`src/rtl/gmii_tx_mac_if.sv`:
```
// Stream-in / GMII-out signal bundle for gmii_tx_mac.
//   master : payload source side (drives s_data/s_valid/s_last, observes the rest)
//   slave  : the MAC itself (consumes the stream, drives GMII and status)
// Signals:
//   s_data[7:0], s_valid, s_last  payload byte stream into the MAC
//   s_ready                       MAC accepts s_data this cycle
//   tx_en_, txd_[7:0]             GMII transmit enable / data towards the PCS
//   frame_done, abort             one-cycle completion / abort pulses
//   busy                          MAC is not idle
interface gmii_tx_mac_if;
  logic [7:0] s_data;
  logic       s_valid;
  logic       s_last;
  logic       s_ready;
  logic       tx_en_;
  logic [7:0] txd_;
  logic       frame_done;
  logic       abort;
  logic       busy;

  modport master (
    output s_data, s_valid, s_last,
    input  s_ready, tx_en_, txd_, frame_done, abort, busy
  );

  modport slave (
    input  s_data, s_valid, s_last,
    output s_ready, tx_en_, txd_, frame_done, abort, busy
  );
endinterface

```
`src/rtl/gmii_tx_mac.sv`:
```
// MAC-side GMII transmit framer. Takes payload bytes over a valid/ready stream and emits
// preamble, SFD, payload, pad to MIN_LEN, then an inter-packet gap. Source underrun or a
// payload reaching MAX_LEN without s_last drops tx_en_ at once, pulses abort and drains the
// rest of the frame from the source.
// Ports:
//   clk    rising-edge clock
//   rst_n  asynchronous active-low reset
//   bus    gmii_tx_mac_if.slave: stream input, GMII output, frame_done/abort/busy status
module gmii_tx_mac #(
  parameter int unsigned PRE_LEN  = 7,
  parameter int unsigned MIN_LEN  = 60,
  parameter int unsigned MAX_LEN  = 1514,  // must be <= 65535
  parameter int unsigned IPG_LEN  = 12,    // must be >= 2
  parameter logic [7:0]  PAD_BYTE = 8'h00
) (
  input logic           clk,
  input logic           rst_n,
  gmii_tx_mac_if.slave  bus
);

  localparam int unsigned PhMax = (PRE_LEN > IPG_LEN) ? PRE_LEN : IPG_LEN;
  localparam int unsigned PhW   = $clog2(PhMax + 1);

  localparam logic [PhW-1:0] PhOne   = PhW'(1);
  localparam logic [PhW-1:0] PreLast = PhW'(PRE_LEN);
  // The IDLE cycle after IPG is itself the final gap cycle, so IPG occupies IPG_LEN-1
  // cycles and a pending frame starts exactly IPG_LEN cycles after tx_en_ falls.
  localparam logic [PhW-1:0] IpgLast = PhW'(IPG_LEN - 1);
  localparam logic [15:0]    MinLen  = 16'(MIN_LEN);
  localparam logic [15:0]    MaxLen  = 16'(MAX_LEN);

  typedef enum logic [2:0] {
    StIdle,
    StPre,
    StData,
    StPad,
    StEnd,
    StDrain,
    StIpg
  } state_e;

  state_e         state_q, state_d;
  logic [PhW-1:0] ph_q, ph_d;
  logic [15:0]    cnt_q, cnt_d;
  logic           tx_en_q, tx_en_d;
  logic [7:0]     txd_q, txd_d;
  logic           done_q, done_d;
  logic           abort_q, abort_d;

  logic        s_ready;
  logic        xfer;
  logic [15:0] cnt_inc;

  assign s_ready = (state_q == StData) || (state_q == StDrain);
  assign xfer    = bus.s_valid && s_ready;
  assign cnt_inc = cnt_q + 16'd1;

  always_comb begin
    state_d = state_q;
    ph_d    = ph_q;
    cnt_d   = cnt_q;
    tx_en_d = tx_en_q;
    txd_d   = txd_q;
    done_d  = 1'b0;
    abort_d = 1'b0;

    unique case (state_q)
      StIdle: begin
        tx_en_d = 1'b0;
        txd_d   = 8'h00;
        // s_valid only triggers the preamble; the byte waits for the SFD cycle.
        if (bus.s_valid) begin
          tx_en_d = 1'b1;
          txd_d   = 8'h55;
          ph_d    = PhOne;
          state_d = StPre;
        end
      end

      StPre: begin
        if (ph_q == PreLast) begin
          txd_d   = 8'hD5;
          cnt_d   = '0;
          state_d = StData;
        end else begin
          txd_d = 8'h55;
          ph_d  = ph_q + PhOne;
        end
      end

      StData: begin
        if (!bus.s_valid) begin
          // Underrun: end the burst now rather than emit a gap inside the frame.
          tx_en_d = 1'b0;
          txd_d   = 8'h00;
          abort_d = 1'b1;
          state_d = StDrain;
        end else if (cnt_inc == MaxLen && !bus.s_last) begin
          // Oversize: the byte taken on this edge is never put on the wire. s_last is
          // low here, so the remainder of the frame always has to be drained.
          tx_en_d = 1'b0;
          txd_d   = 8'h00;
          abort_d = 1'b1;
          state_d = StDrain;
        end else begin
          txd_d = bus.s_data;
          cnt_d = cnt_inc;
          if (bus.s_last) begin
            state_d = (cnt_inc < MinLen) ? StPad : StEnd;
          end
        end
      end

      StPad: begin
        txd_d = PAD_BYTE;
        cnt_d = cnt_inc;
        if (cnt_inc >= MinLen) begin
          state_d = StEnd;
        end
      end

      StEnd: begin
        tx_en_d = 1'b0;
        txd_d   = 8'h00;
        done_d  = 1'b1;
        ph_d    = PhOne;
        state_d = StIpg;
      end

      StDrain: begin
        if (xfer && bus.s_last) begin
          ph_d    = PhOne;
          state_d = StIpg;
        end
      end

      StIpg: begin
        if (ph_q >= IpgLast) begin
          state_d = StIdle;
        end else begin
          ph_d = ph_q + PhOne;
        end
      end

      default: begin
        tx_en_d = 1'b0;
        txd_d   = 8'h00;
        state_d = StIdle;
      end
    endcase
  end

  always_ff @(posedge clk or negedge rst_n) begin
    if (!rst_n) begin
      state_q <= StIdle;
      ph_q    <= '0;
      cnt_q   <= '0;
      tx_en_q <= 1'b0;
      txd_q   <= 8'h00;
      done_q  <= 1'b0;
      abort_q <= 1'b0;
    end else begin
      state_q <= state_d;
      ph_q    <= ph_d;
      cnt_q   <= cnt_d;
      tx_en_q <= tx_en_d;
      txd_q   <= txd_d;
      done_q  <= done_d;
      abort_q <= abort_d;
    end
  end

  assign bus.s_ready    = s_ready;
  assign bus.tx_en_     = tx_en_q;
  assign bus.txd_       = txd_q;
  assign bus.frame_done = done_q;
  assign bus.abort      = abort_q;
  assign bus.busy       = (state_q != StIdle);

endmodule

```
`src/flat_wrapper.sv`:
```
// flat-port wrapper written by rule: the top's interface ports become plain ports
module gmii_tx_mac_flat 
#(
  parameter int unsigned PRE_LEN  = 7,
  parameter int unsigned MIN_LEN  = 60,
  parameter int unsigned MAX_LEN  = 1514,                     
  parameter int unsigned IPG_LEN  = 12,                   
  parameter logic [7:0]  PAD_BYTE = 8'h00
)
  (clk, rst_n, bus_s_data, bus_s_valid, bus_s_last, bus_s_ready, bus_tx_en_, bus_txd_, bus_frame_done, bus_abort, bus_busy);
  gmii_tx_mac_if bus_i ();
  input logic clk;
  input logic rst_n;
  input wire logic [$bits(bus_i.s_data)-1:0] bus_s_data;
  input wire logic [$bits(bus_i.s_valid)-1:0] bus_s_valid;
  input wire logic [$bits(bus_i.s_last)-1:0] bus_s_last;
  output wire logic [$bits(bus_i.s_ready)-1:0] bus_s_ready;
  output wire logic [$bits(bus_i.tx_en_)-1:0] bus_tx_en_;
  output wire logic [$bits(bus_i.txd_)-1:0] bus_txd_;
  output wire logic [$bits(bus_i.frame_done)-1:0] bus_frame_done;
  output wire logic [$bits(bus_i.abort)-1:0] bus_abort;
  output wire logic [$bits(bus_i.busy)-1:0] bus_busy;
  assign bus_i.s_data = bus_s_data;
  assign bus_i.s_valid = bus_s_valid;
  assign bus_i.s_last = bus_s_last;
  assign bus_s_ready = bus_i.s_ready;
  assign bus_tx_en_ = bus_i.tx_en_;
  assign bus_txd_ = bus_i.txd_;
  assign bus_frame_done = bus_i.frame_done;
  assign bus_abort = bus_i.abort;
  assign bus_busy = bus_i.busy;
  gmii_tx_mac #(.PRE_LEN(PRE_LEN), .MIN_LEN(MIN_LEN), .MAX_LEN(MAX_LEN), .IPG_LEN(IPG_LEN), .PAD_BYTE(PAD_BYTE)) u_core (.clk(clk), .rst_n(rst_n), .bus(bus_i));
endmodule
```
`config.mk`:
```
export PLATFORM = sky130hd
export DESIGN_NAME = gmii_tx_mac_flat
export DESIGN_NICKNAME = d
export VERILOG_FILES = /design/src/rtl/gmii_tx_mac_if.sv /design/src/rtl/gmii_tx_mac.sv /design/src/flat_wrapper.sv
export SDC_FILE = /design/constraint.sdc
export NUM_CORES = 1
export LEC_CHECK = 0
export CORE_MARGIN = 2
export CORE_UTILIZATION = 40
export CTS_CLUSTER_DIAMETER = 200
export CTS_CLUSTER_SIZE = 25
export DETAILED_ROUTE_END_ITERATION = 8
export HOLD_SLACK_MARGIN = 0.05
export SKIP_CTS_REPAIR_TIMING = 1
export SYNTH_ARGS = -nofsm -noshare
export SYNTH_HDL_FRONTEND = slang
export SYNTH_SLANG_ARGS = --single-unit
export TNS_END_PERCENT = 10
```
`constraint.sdc`:
```
create_clock -name clk -period 6.95 [get_ports clk]
set_input_delay 1.39 -clock clk [delete_from_list [all_inputs] [get_ports clk]]
set_output_delay 1.39 -clock clk [all_outputs]
set_load 0.02 [all_outputs]
```
==> Flow_metrics.wiki, run 1 <==
{| class="wikitable"
! Metric !! Value
|-
| Status || completed
|-
| DIE HEIGHT || 80.75 um
|-
| Data required time at the worst endpoint || 5.56 ns
|-
| Critical Setup Path Class || register to output pin
|-
| Fraction of registers with async set/reset || 100.0%
|-
| Depth of the CTS H-tree || 2
|-
| Clock Pin Slew Worst Setup and Hold Paths || 0.07 ns
|-
| Overall routed net length || 5.379 mm
|-
| Post-layout net count || 280
|-
| Hold WC Path Type || register to register
|-
| Maximum buffer depth of the clock tree || 2
|-
| Post-synthesis register bit count || 34
|-
| Area leader, netlist || sky130_fd_sc_hd__dfrtp_1
|-
| Core region area || 0.005608 mm2
|-
| Setup WS post-layout || 3.257 ns
|-
| Most instantiated flip-flop cell in the synthesis netlist || sky130_fd_sc_hd__dfrtp_1
|-
| Number of filler cells placed in the layout || 559
|-
| Count of antenna-violating nets left after detailed routing || 0
|-
| Syn Std Cell Area || 0.002356 mm2
|-
| Clock tree from TritonCTS || built
|-
| Fraction of final layout cells with drive strength greater than 1 || 11.32%
|-
| Number of global-route vias before repair || 1772
|-
| Total Die Area || 0.006520 mm2
|-
| Source-to-sink clock delay at the later pin of the worst-skew pair || 0.29 ns
|-
| Count of buffers inserted at the top-level ports || 24
|-
| Tightest slew margin relative to the limit || 38.91%
|-
| Yosys warning count || 0
|-
| Maximum fanout encountered on the critical timing path || 29
|-
| Yosys top cell area share || 36.11%
|-
| Layout overhead on the synthesized area || 10.30%
|-
| Top-level I/O count || 25
|-
| Leading cell type in the layout, fill and taps excluded || sky130_fd_sc_hd__dfrtp_1
|-
| Synth top area cells || sky130_fd_sc_hd__dfrtp_1 (36%), sky130_fd_sc_hd__clkbuf_8 (4.1%), sky130_fd_sc_hd__nor2_1 (3.8%)
|-
| DR vias/cell || 5.789
|-
| Vias post-DR || 1951
|-
| Final-report setup violation count || 0
|-
| Clock Sink Count || 34
|-
| Top library cells by usage in the layout, fill and taps aside || sky130_fd_sc_hd__dfrtp_1 (34), sky130_fd_sc_hd__nor2_1 (24), sky130_fd_sc_hd__clkdlybuf4s50_1 (23)
|-
| Antenna violations before repair || 0
|-
| Final-layout worst hold slack || 0.4988 ns
|-
| Final hold violations || 0
|-
| Final HPWL from detailed placement || 3.637 mm
|-
| CP Capture Type || output pin
|-
| Net count after synthesis || 270
|-
| IR Drop Worst-Case VDD || 0.1714 mV
|-
| Fin crit share || 53.14%
|-
| Upper clock frequency limit || 270.7 MHz
|-
| Sequential share of the synthesized area || 36.11%
|-
| Unrepaired setup endpoints after global routing || no
|-
| Initial core utilization || 42.01%
|-
| Actual transition at the worst max-transition pin || 0.9163 ns
|-
| Maximum number of pins on one net before global-route repair || 35
|-
| First-pass GRT wire length || 8.866 mm
|-
| Time the worst path needs with I/O delays and setup || 3.694 ns
|-
| Number of distinct standard cells referenced by the synthesized netlist || 66
|-
| Root Buffer || sky130_fd_sc_hd__clkbuf_8
|-
| Power density of the placed cells || 351.4 mW/mm2
|-
| Post-detailed-route wirelength per cell || 15.96 um
|-
| Max cap viols || 0
|-
| Std cell rows || 27
|-
| Count of flip-flops with a built-in enable after synthesis || 0
|-
| Post-route DRC || 0
|-
| Clock buffers created by TritonCTS || 5
|-
| Antenna Diode Count || 0
|-
| Pre-antenna DRT Iters || 4
|-
| Static leakage || 1.005 nW
|-
| Aggregate negative setup slack || 0 ns
|-
| Gate Count Post-Synth || 255
|-
| Die boundary width || 80.75 um
|-
| Overall overflow remaining after global route || 0
|-
| Mean post-synth cell area || 9.239 um2
|-
| Count of pins over their slew limit || 0
|-
| Data arrival time of the worst path || 2.30 ns
|-
| Worst Skew || 0.005561 ns
|-
| Worst Setup Slack post-DPL || 3.297 ns
|-
| Startpoint type of the worst setup path || register
|-
| Final GP Congestion || 0.8464
|-
| Fraction of the core area covered by cells at the end of the flow || 46.34%
|-
| DRC violation total after the first TritonRoute iteration || 127
|-
| Overall routing resource usage || 17.69%
|}
final timing paths:
path | end | depth (start not counted) | from | slack (ns)
setup / recovery | bus_s_ready | 4 | u_core.state_q[1]$_DFFE_PN0P_ | 3.26
hold / removal | u_core.ph_q[0]$_DFFE_PN0P_ | 1 | u_core.ph_q[0]$_DFFE_PN0P_ | 0.50
setup reg to reg | u_core.cnt_q[5]$_DFFE_PN0P_ | 8 | u_core.cnt_q[0]$_DFFE_PN0P_ | 3.59
hold reg to reg | u_core.ph_q[0]$_DFFE_PN0P_ | 1 | u_core.ph_q[0]$_DFFE_PN0P_ | 0.50
max in group asynchronous | u_core.cnt_q[14]$_DFFE_PN0P_ | 1 | rst_n | 5.30
min in group asynchronous | u_core.cnt_q[8]$_DFFE_PN0P_ | 1 | rst_n | 1.17
cell type report:
class,instances,area (um2),share of cell area [%]
Clock buffer,6,82.58,3.178
Clock inverter,1,30.03,1.156
Inverter,8,30.03,1.156
Multi-Input combinational cell,192,1280,49.25
Sequential cell,34,850.8,32.74
Tap cell,72,90.09,3.467
Timing Repair Buffer,24,235.2,9.052
logic make-up (layout without fill, tap and decap cells):
kind of cell | count (synthesis) | after routing | synth area share, %
and+or+nand+nor | 94 | 94 | 22.73
adders and majority gates | 3 | 3 | 1.593
DFF | 34 | 34 | 36.11
muxes | 5 | 5 | 2.177
xor gates and xnor gates | 6 | 6 | 2.231
AOI/OAI and AO/OA | 84 | 84 | 25.60
buffers and inverters | 29 | 39 | 9.559
cell usage after synthesis (3+ instances only):
cell and n:
sky130_fd_sc_hd__xor2_1 3, sky130_fd_sc_hd__o31ai_1 11, sky130_fd_sc_hd__o21ai_0 14, sky130_fd_sc_hd__clkbuf_8 7, sky130_fd_sc_hd__clkbuf_1 4, sky130_fd_sc_hd__ha_1 3
sky130_fd_sc_hd__nand2b_1 3, sky130_fd_sc_hd__o211ai_1 3, sky130_fd_sc_hd__inv_1 8, sky130_fd_sc_hd__xnor2_1 3, sky130_fd_sc_hd__buf_2 3, sky130_fd_sc_hd__a22o_2 3
sky130_fd_sc_hd__nor2_1 24, sky130_fd_sc_hd__nand4_1 6, sky130_fd_sc_hd__mux2i_1 4, sky130_fd_sc_hd__nor3b_1 3, sky130_fd_sc_hd__nand3_1 6, sky130_fd_sc_hd__nand2_1 21
sky130_fd_sc_hd__o21ai_1 7, sky130_fd_sc_hd__dfrtp_1 34, sky130_fd_sc_hd__nor3_1 6, sky130_fd_sc_hd__buf_6 5, sky130_fd_sc_hd__o41ai_1 3, sky130_fd_sc_hd__a221o_1 5
sky130_fd_sc_hd__a21oi_1 10
sequential cells by signal, indices dropped and copies added (netlist names):
register and count:
u_core.cnt_q 16, u_core.bus.frame_done 1, u_core.bus.tx_en_ 1, u_core.state_q 3, u_core.bus.txd_ 8, u_core.bus.abort 1, u_core.ph_q 4
power by group:
| part | switching [mW] | internal [mW] | leakage [nW] | total (mW) |
|---|---|---|---|---|
| registers | 0.0957 | 0.246 | 0.449 | 0.342 |
| clock network | 0.0770 | 0.115 | 0.0573 | 0.192 |
| logic | 0.212 | 0.168 | 0.498 | 0.380 |
worst max-delay path, cell delays in order (launching register included):
cell	delay (ns)
sky130_fd_sc_hd__dfrtp_1	0.95
sky130_fd_sc_hd__and2b_2	0.34
sky130_fd_sc_hd__nand2_1	0.06
sky130_fd_sc_hd__o21ai_0	0.09
sky130_fd_sc_hd__clkdlybuf4s50_1	0.57
layer usage:
| metal | global-route usage, % | routed length (um) |
|---|---|---|
| met4 | 6.271 | 93 |
| met5 | 0 | 0 |
| met2 | 26.83 | 2412 |
| met1 | 25.31 | 2676 |
| met3 | 3.222 | 197 |
stage by stage:
| stage | instances | power [mW] | area (um2) |
|---|---|---|---|
| floorplan | 255 | 0.6347 | 2356 |
| global placement | 330 | 0.7244 | 2486 |
| detailed placement | 330 | 0.7236 | 2486 |
| CTS | 337 | 0.9159 | 2599 |
| global route | 337 | 0.9820 | 2599 |
| finish | 337 | 0.9133 | 2599 |
Power figures use the tool's default switching activity.
==> inputs of run 2 (changes only) <==
==> constraint.sdc (replaced) <==
create_clock -name clk -period 3.25 [get_ports clk]
set_input_delay 0.65 -clock clk [delete_from_list [all_inputs] [get_ports clk]]
set_output_delay 0.65 -clock clk [all_outputs]
set_load 0.02 [all_outputs]
==> Flow_metrics.wiki, run 2 (synthesized netlist as in run 1, its figures left out) <==
{| class="wikitable"
! Metric !! Value
|-
| Critical Setup Path Class || register to register (was register to output pin)
|-
| First-pass GRT wire length || 9.370 mm (was 8.866 mm)
|-
| Std cell rows || 27 (unchanged)
|-
| Static leakage || 1.020 nW (was 1.005 nW)
|-
| Post-route DRC || 0 (unchanged)
|-
| Max FFs per register || 16 (unchanged)
|-
| Tightest slew margin relative to the limit || 48.47% (was 38.91%)
|-
| Clock Sink Count || 34 (unchanged)
|-
| Die boundary width || 80.75 um (unchanged)
|-
| Vias post-DR || 1981 (was 1951)
|-
| Total Die Area || 0.006520 mm2 (unchanged)
|-
| Met2 usage || 27.42% (was 26.83%)
|-
| Core region area || 0.005608 mm2 (unchanged)
|-
| Pre-antenna DRT Iters || 4 (unchanged)
|-
| Hold WC Path Type || primary input to asynchronous set/reset pin (was register to register)
|-
| DR vias/cell || 5.776 (was 5.789)
|-
| DRC violation total after the first TritonRoute iteration || 82 (was 127)
|-
| Count of antenna-violating nets left after detailed routing || 0 (unchanged)
|-
| Maximum fanout encountered on the critical timing path || 9 (was 29)
|-
| Layout overhead on the synthesized area || 10.99% (was 10.30%)
|-
| Final hold violations || 0 (unchanged)
|-
| Clock Pin Slew Worst Setup and Hold Paths || 0.07 ns (about the same)
|-
| Number of cells on the worst reg-to-reg path || 8 (unchanged)
|-
| Actual transition at the worst max-transition pin || 0.7729 ns (was 0.9163 ns)
|-
| Time the worst path needs with I/O delays and setup || 2.942 ns
|-
| Met1 GRT Util || 27.06% (was 25.31%)
|-
| DIE HEIGHT || 80.75 um (unchanged)
|-
| Unrepaired setup endpoints after global routing || no (unchanged)
|-
| Count of pins over their slew limit || 0 (unchanged)
|-
| Fin crit share || 90.53%
|-
| Source-to-sink clock delay at the later pin of the worst-skew pair || 0.28 ns (was 0.29 ns)
|-
| Depth of the CTS H-tree || 2 (unchanged)
|-
| Register name with the most flops || u_core.cnt_q (unchanged)
|-
| Status || completed (unchanged)
|-
| IR Drop Worst-Case VDD || 0.4129 mV (was 0.1714 mV)
|-
| Cell Area, Placed || 0.002524 mm2 (was 0.002486 mm2)
|-
| Count of buffers inserted at the top-level ports || 24 (unchanged)
|-
| Data arrival time of the worst path || 3.10 ns (was 2.30 ns)
|-
| Leading cell type in the layout, fill and taps excluded || sky130_fd_sc_hd__dfrtp_1 (unchanged)
|-
| Antenna Diode Count || 0 (unchanged)
|-
| Clock tree from TritonCTS || built (unchanged)
|-
| Maximum buffer depth of the clock tree || 2 (unchanged)
|-
| Post-layout net count || 285 (was 280)
|-
| Overall routed net length || 5.283 mm (was 5.379 mm)
|-
| Overall overflow remaining after global route || 0 (unchanged)
|-
| Maximum number of pins on one net before global-route repair || 35 (unchanged)
|-
| Overall routing resource usage || 18.33% (was 17.69%)
|-
| Max cap viols || 0 (unchanged)
|-
| M3 GR Usage || 3.000% (was 3.222%)
|-
| Top library cells by usage in the layout, fill and taps aside || sky130_fd_sc_hd__dfrtp_1 (34), sky130_fd_sc_hd__nor2_1 (24), sky130_fd_sc_hd__clkdlybuf4s50_1 (23) (unchanged)
|-
| Root Buffer || sky130_fd_sc_hd__clkbuf_8 (unchanged)
|-
| Fraction of final layout cells with drive strength greater than 1 || 12.92% (was 11.32%)
|-
| Cell area after layout || 0.002615 mm2 (was 0.002599 mm2)
|-
| Initial core utilization || 42.01% (unchanged)
|-
| Aggregate negative setup slack || 0 ns (unchanged)
|-
| Startpoint type of the worst setup path || register (unchanged)
|-
| Worst Skew || 0.004244 ns (was 0.005561 ns)
|-
| Antenna violations before repair || 0 (unchanged)
|-
| Post-detailed-route wirelength per cell || 15.40 um (was 15.96 um)
|-
| Most used routing layer in global routing || met2 (unchanged)
|-
| Final HPWL from detailed placement || 3.846 mm (was 3.637 mm)
|-
| Clock buffers created by TritonCTS || 5 (unchanged)
|-
| Final-report setup violation count || 0 (unchanged)
|-
| Upper clock frequency limit || 339.9 MHz
|-
| Number of global-route vias before repair || 1926 (was 1772)
|-
| Top-level I/O count || 25 (unchanged)
|-
| CP Capture Type || register (was output pin)
|-
| Data required time at the worst endpoint || 3.41 ns (was 5.56 ns)
|-
| Power density of the placed cells || 717.9 mW/mm2 (was 351.4 mW/mm2)
|-
| Final GP Congestion || 0.8439 (was 0.8464)
|}
run 2: changes by cell type in the layout (fill, tap and decap cells not counted), sizes merged:
cell / change
clkinv: +1
bufinv: -1
clkbuf: +1
buf: +5
run 2: final cells by class:
class | instances | area [um2]
clock buffers | 7 | 86.33
multi-input cells | 192 | 1280
clock inverters | 1 | 5.005
repair buffers | 29 | 272.8
well taps | 72 | 90.09
fillers | 566 | 2993
inverters | 8 | 30.03
flip-flops and latches | 34 | 850.8
run 2: through the flow:
step | power, mW | std cells | hold slack [ns] | util (%) | worst slack [ns]
after floorplan | 1.357 | 255 | 0.3544 | - | 0.4851
after global placement | 1.563 | 335 | 0.4884 | 45.00 | 0.3664
after detailed placement | 1.570 | 335 | 0.4887 | 45.00 | 0.3338
after CTS | 1.900 | 343 | 0.4758 | 46.63 | 0.3114
after global routing | 2.045 | 343 | 0.5040 | 46.63 | 0.1156
final | 1.877 | 343 | 0.4416 | 46.63 | 0.3077
run 2: metal layers:
layer	share of wire [%]	up-vias	routed length [um]
li1	-	983	-
met1	48	957	2559
met2	46	37	2454
met3	4.0	4	210
met4	1.1	0	57
met5	0	-	0
run 2: power by group:
group / leakage (nW) / total, mW / internal, mW / switching (mW)
Combinational: 0.523 / 0.861 / 0.375 / 0.487
Clock: 0.0482 / 0.322 / 0.171 / 0.151
Sequential: 0.449 / 0.694 / 0.528 / 0.166
run 2: path summary, 6_finish.rpt:
path,start,endpoint,slack (ns)
min in group clk,u_core.ph_q[0]$_DFFE_PN0P_,u_core.ph_q[0]$_DFFE_PN0P_,0.51
worst max-delay path,u_core.cnt_q[0]$_DFFE_PN0P_,u_core.bus.txd_[4]$_DFFE_PN0N_,0.31
max in group asynchronous,rst_n,u_core.bus.txd_[4]$_DFFE_PN0N_,2.32
worst min-delay path,rst_n,u_core.cnt_q[11]$_DFFE_PN0P_,0.44
worst min register to register,u_core.ph_q[0]$_DFFE_PN0P_,u_core.ph_q[0]$_DFFE_PN0P_,0.51
worst max register to register,u_core.cnt_q[0]$_DFFE_PN0P_,u_core.bus.txd_[4]$_DFFE_PN0N_,0.31
run 2: critical path, stage by stage, from the launching register on:
cell                       delay, ns
sky130_fd_sc_hd__dfrtp_1        0.49
sky130_fd_sc_hd__ha_1           0.37
sky130_fd_sc_hd__nand3_2        0.14
sky130_fd_sc_hd__or4_1          0.48
sky130_fd_sc_hd__o211a_2        0.16
sky130_fd_sc_hd__nor4_4         0.41
sky130_fd_sc_hd__a21boi_2       0.17
sky130_fd_sc_hd__and3_4         0.25
sky130_fd_sc_hd__a221o_1        0.35
==> inputs of run 3 (changes only) <==
--- a/config.mk
+++ b/config.mk
@@ -10,6 +10,7 @@
 export CTS_CLUSTER_DIAMETER = 200
 export CTS_CLUSTER_SIZE = 25
 export DETAILED_ROUTE_END_ITERATION = 8
+export GPL_TIMING_DRIVEN = 0
 export HOLD_SLACK_MARGIN = 0.05
 export SKIP_CTS_REPAIR_TIMING = 1
 export SYNTH_ARGS = -nofsm -noshare
==> Flow_metrics.wiki, run 3 (synthesized netlist as in run 1, its figures left out) <==
{| class="wikitable"
! Metric !! Value
|-
| Layout overhead on the synthesized area || 18.69% (was 10.99%)
|-
| Cell Area, Placed || 0.002681 mm2 (was 0.002524 mm2)
|-
| Max cap viols || 0 (unchanged)
|-
| Leading cell type in the layout, fill and taps excluded || sky130_fd_sc_hd__dfrtp_1 (unchanged)
|-
| Fraction of the core area covered by cells at the end of the flow || 49.87% (was 46.63%)
|-
| Register name with the most flops || u_core.cnt_q (unchanged)
|-
| Core region area || 0.005608 mm2 (unchanged)
|-
| Max FFs per register || 16 (unchanged)
|-
| First-pass GRT wire length || 9.770 mm (was 9.370 mm)
|-
| Worst Skew || 0.007118 ns (was 0.004244 ns)
|-
| DRC violation total after the first TritonRoute iteration || 105 (was 82)
|-
| CP Capture Type || register (unchanged)
|-
| Highest cell delay on the worst timing path || 0.51 ns (was 0.49 ns)
|-
| Depth of the CTS H-tree || 2 (unchanged)
|-
| Std cell rows || 27 (unchanged)
|-
| Data arrival time of the worst path || 3.20 ns (was 3.10 ns)
|-
| DR vias/cell || 5.660 (was 5.776)
|-
| Critical Setup Path Class || register to register (unchanged)
|-
| Power density of the placed cells || 748.8 mW/mm2 (was 717.9 mW/mm2)
|-
| Overall overflow remaining after global route || 0 (unchanged)
|-
| Number of global-route vias before repair || 1981 (was 1926)
|-
| Time the worst path needs with I/O delays and setup || 3.018 ns (was 2.942 ns)
|-
| Final-report setup violation count || 0 (unchanged)
|-
| Clock Pin Slew Worst Setup and Hold Paths || 0.08 ns (was 0.07 ns)
|-
| Antenna Diode Count || 0 (unchanged)
|-
| Maximum number of pins on one net before global-route repair || 35 (unchanged)
|-
| Die boundary width || 80.75 um (unchanged)
|-
| Upper clock frequency limit || 331.3 MHz (was 339.9 MHz)
|-
| Unrepaired setup endpoints after global routing || no (unchanged)
|-
| Startpoint type of the worst setup path || register (unchanged)
|-
| Hold WC Path Type || primary input to asynchronous set/reset pin (unchanged)
|-
| Count of pins over their slew limit || 0 (unchanged)
|-
| Clock tree from TritonCTS || built (unchanged)
|-
| Static leakage || 1.102 nW (was 1.020 nW)
|-
| Post-layout net count || 301 (was 285)
|-
| Actual transition at the worst max-transition pin || 0.7886 ns (was 0.7729 ns)
|-
| Overall routing resource usage || 19.19% (was 18.33%)
|-
| Cell type of the slowest stage on the worst timing path || sky130_fd_sc_hd__or4_1 (was sky130_fd_sc_hd__dfrtp_1)
|-
| Overall routed net length || 5.804 mm (was 5.283 mm)
|-
| Total Die Area || 0.006520 mm2 (unchanged)
|-
| Antenna violations before repair || 0 (unchanged)
|-
| Number of filler cells placed in the layout || 555 (was 566)
|-
| Final-layout worst hold slack || 0.4327 ns (was 0.4416 ns)
|-
| Fraction of final layout cells with drive strength greater than 1 || 17.07% (was 12.92%)
|-
| Pre-antenna DRT Iters || 5 (was 4)
|-
| Final hold violations || 0 (unchanged)
|-
| Post-detailed-route wirelength per cell || 16.17 um (was 15.40 um)
|-
| Status || completed (unchanged)
|-
| Tightest slew margin relative to the limit || 47.43% (was 48.47%)
|-
| Aggregate negative setup slack || 0 ns (unchanged)
|-
| Area of the multi-input gates || 0.001280 mm2 (unchanged)
|-
| Root Buffer || sky130_fd_sc_hd__clkbuf_8 (unchanged)
|-
| Worst Setup Slack post-DPL || 0.1171 ns (was 0.3338 ns)
|-
| Top library cells by usage in the layout, fill and taps aside || sky130_fd_sc_hd__dfrtp_1 (33), sky130_fd_sc_hd__nor2_1 (24), sky130_fd_sc_hd__clkdlybuf4s50_1 (23) (was sky130_fd_sc_hd__dfrtp_1 (34), sky130_fd_sc_hd__nor2_1 (24), sky130_fd_sc_hd__clkdlybuf4s50_1 (23))
|-
| Setup WS post-layout || 0.2318 ns (was 0.3077 ns)
|-
| Data required time at the worst endpoint || 3.43 ns (was 3.41 ns)
|-
| Top-level I/O count || 25 (unchanged)
|-
| Clock Sink Count || 34 (unchanged)
|-
| Final GP Congestion || 0.8857 (was 0.8439)
|-
| CP cell instances || ha_1 > buf_4 > nand3_2 > or4_1 > o211a_2 > nor4_4 > a311o_1 > buf_2 > buf_2 > o21ai_0 > o41ai_1 (was ha_1 > nand3_2 > or4_1 > o211a_2 > nor4_4 > a21boi_2 > and3_4 > a221o_1)
|-
| Initial core utilization || 42.01% (unchanged)
|-
| Vias post-DR || 2032 (was 1981)
|-
| Final HPWL from detailed placement || 4.020 mm (was 3.846 mm)
|-
| Maximum fanout encountered on the critical timing path || 10 (was 9)
|-
| Post-route DRC || 0 (unchanged)
|-
| Storage element area || 852.1 um2 (was 850.8 um2)
|-
| Fin crit share || 92.87% (was 90.53%)
|-
| Count of buffers inserted at the top-level ports || 24 (unchanged)
|-
| Cell area after layout || 0.002796 mm2 (was 0.002615 mm2)
|-
| IR Drop Worst-Case VDD || 0.3432 mV (was 0.4129 mV)
|-
| Count of antenna-violating nets left after detailed routing || 0 (unchanged)
|-
| Cell mode on critical path || sky130_fd_sc_hd__buf_2
|-
| Source-to-sink clock delay at the later pin of the worst-skew pair || 0.29 ns (was 0.28 ns)
|-
| DIE HEIGHT || 80.75 um (unchanged)
|-
| Clock buffers created by TritonCTS || 5 (unchanged)
|-
| Maximum buffer depth of the clock tree || 2 (unchanged)
|}
[run 3: cell count changes in the layout (fill, tap and decap cells not counted), moves of 2 or more]
cell / previous run / this run
sky130_fd_sc_hd__clkinvlp_4: 0 / 2
sky130_fd_sc_hd__buf_6: 0 / 5
sky130_fd_sc_hd__buf_2: 1 / 4
sky130_fd_sc_hd__clkbuf_8: 6 / 12
sky130_fd_sc_hd__clkbuf_1: 1 / 4
sky130_fd_sc_hd__buf_4: 5 / 1
[run 3: layout make-up]
cell class	instances	area share, %
plain buffers	21	6.980
clock buffers	5	2.461
clock inverters	3	1.611
inverters	8	1.074
multi-input cells	192	45.77
flip-flops and latches	34	30.47
well taps	72	3.221
repair buffers	24	8.412
[run 3: path summary, 6_finish.rpt]
path,startpoint,end,slack (ns),cells past startpoint
worst max-delay path,u_core.cnt_q[1]$_DFFE_PN0P_,u_core.cnt_q[1]$_DFFE_PN0P_,0.23,11
max in group asynchronous,rst_n,u_core.cnt_q[0]$_DFFE_PN0P_,2.26,1
worst max register to register,u_core.cnt_q[1]$_DFFE_PN0P_,u_core.cnt_q[1]$_DFFE_PN0P_,0.23,11
worst min register to register,u_core.ph_q[0]$_DFFE_PN0P_,u_core.ph_q[0]$_DFFE_PN0P_,0.51,1
worst min-delay path,rst_n,u_core.cnt_q[11]$_DFFE_PN0P_,0.43,1
min in group clk,u_core.ph_q[0]$_DFFE_PN0P_,u_core.ph_q[0]$_DFFE_PN0P_,0.51,1
[run 3: metal layers]
| layer | vias up | global-route usage, % | wire length, um |
|---|---|---|---|
| li1 | 1014 | - | - |
| met4 | 0 | 3.559 | 44 |
| met3 | 4 | 3.444 | 229 |
| met2 | 42 | 29.75 | 2548 |
| met1 | 972 | 28.28 | 2982 |
| met5 | - | 0 | 0 |
[run 3: power by group]
part | internal (mW) | total [mW] | switching, mW
registers | 0.529 | 0.623 | 0.0941
logic | 0.461 | 1.07 | 0.605
clock network | 0.228 | 0.404 | 0.176
total | 1.22 | 2.09 | 0.875
[run 3: critical path, delay by kind of cell, from the launching register on]
kind,cells,cell delay (ns)
buf+inv,3,0.64
compound gates,4,0.58
simple gates,3,1.02
fa+ha+maj,1,0.19
flops,1,0.47
[run 3: stage by stage]
stage | power, mW | instances
floorplan | 1.357 | 255
global route | 2.250 | 359
detailed placement | 1.694 | 351
finish | 2.094 | 359
global placement | 1.683 | 351
CTS | 2.106 | 359
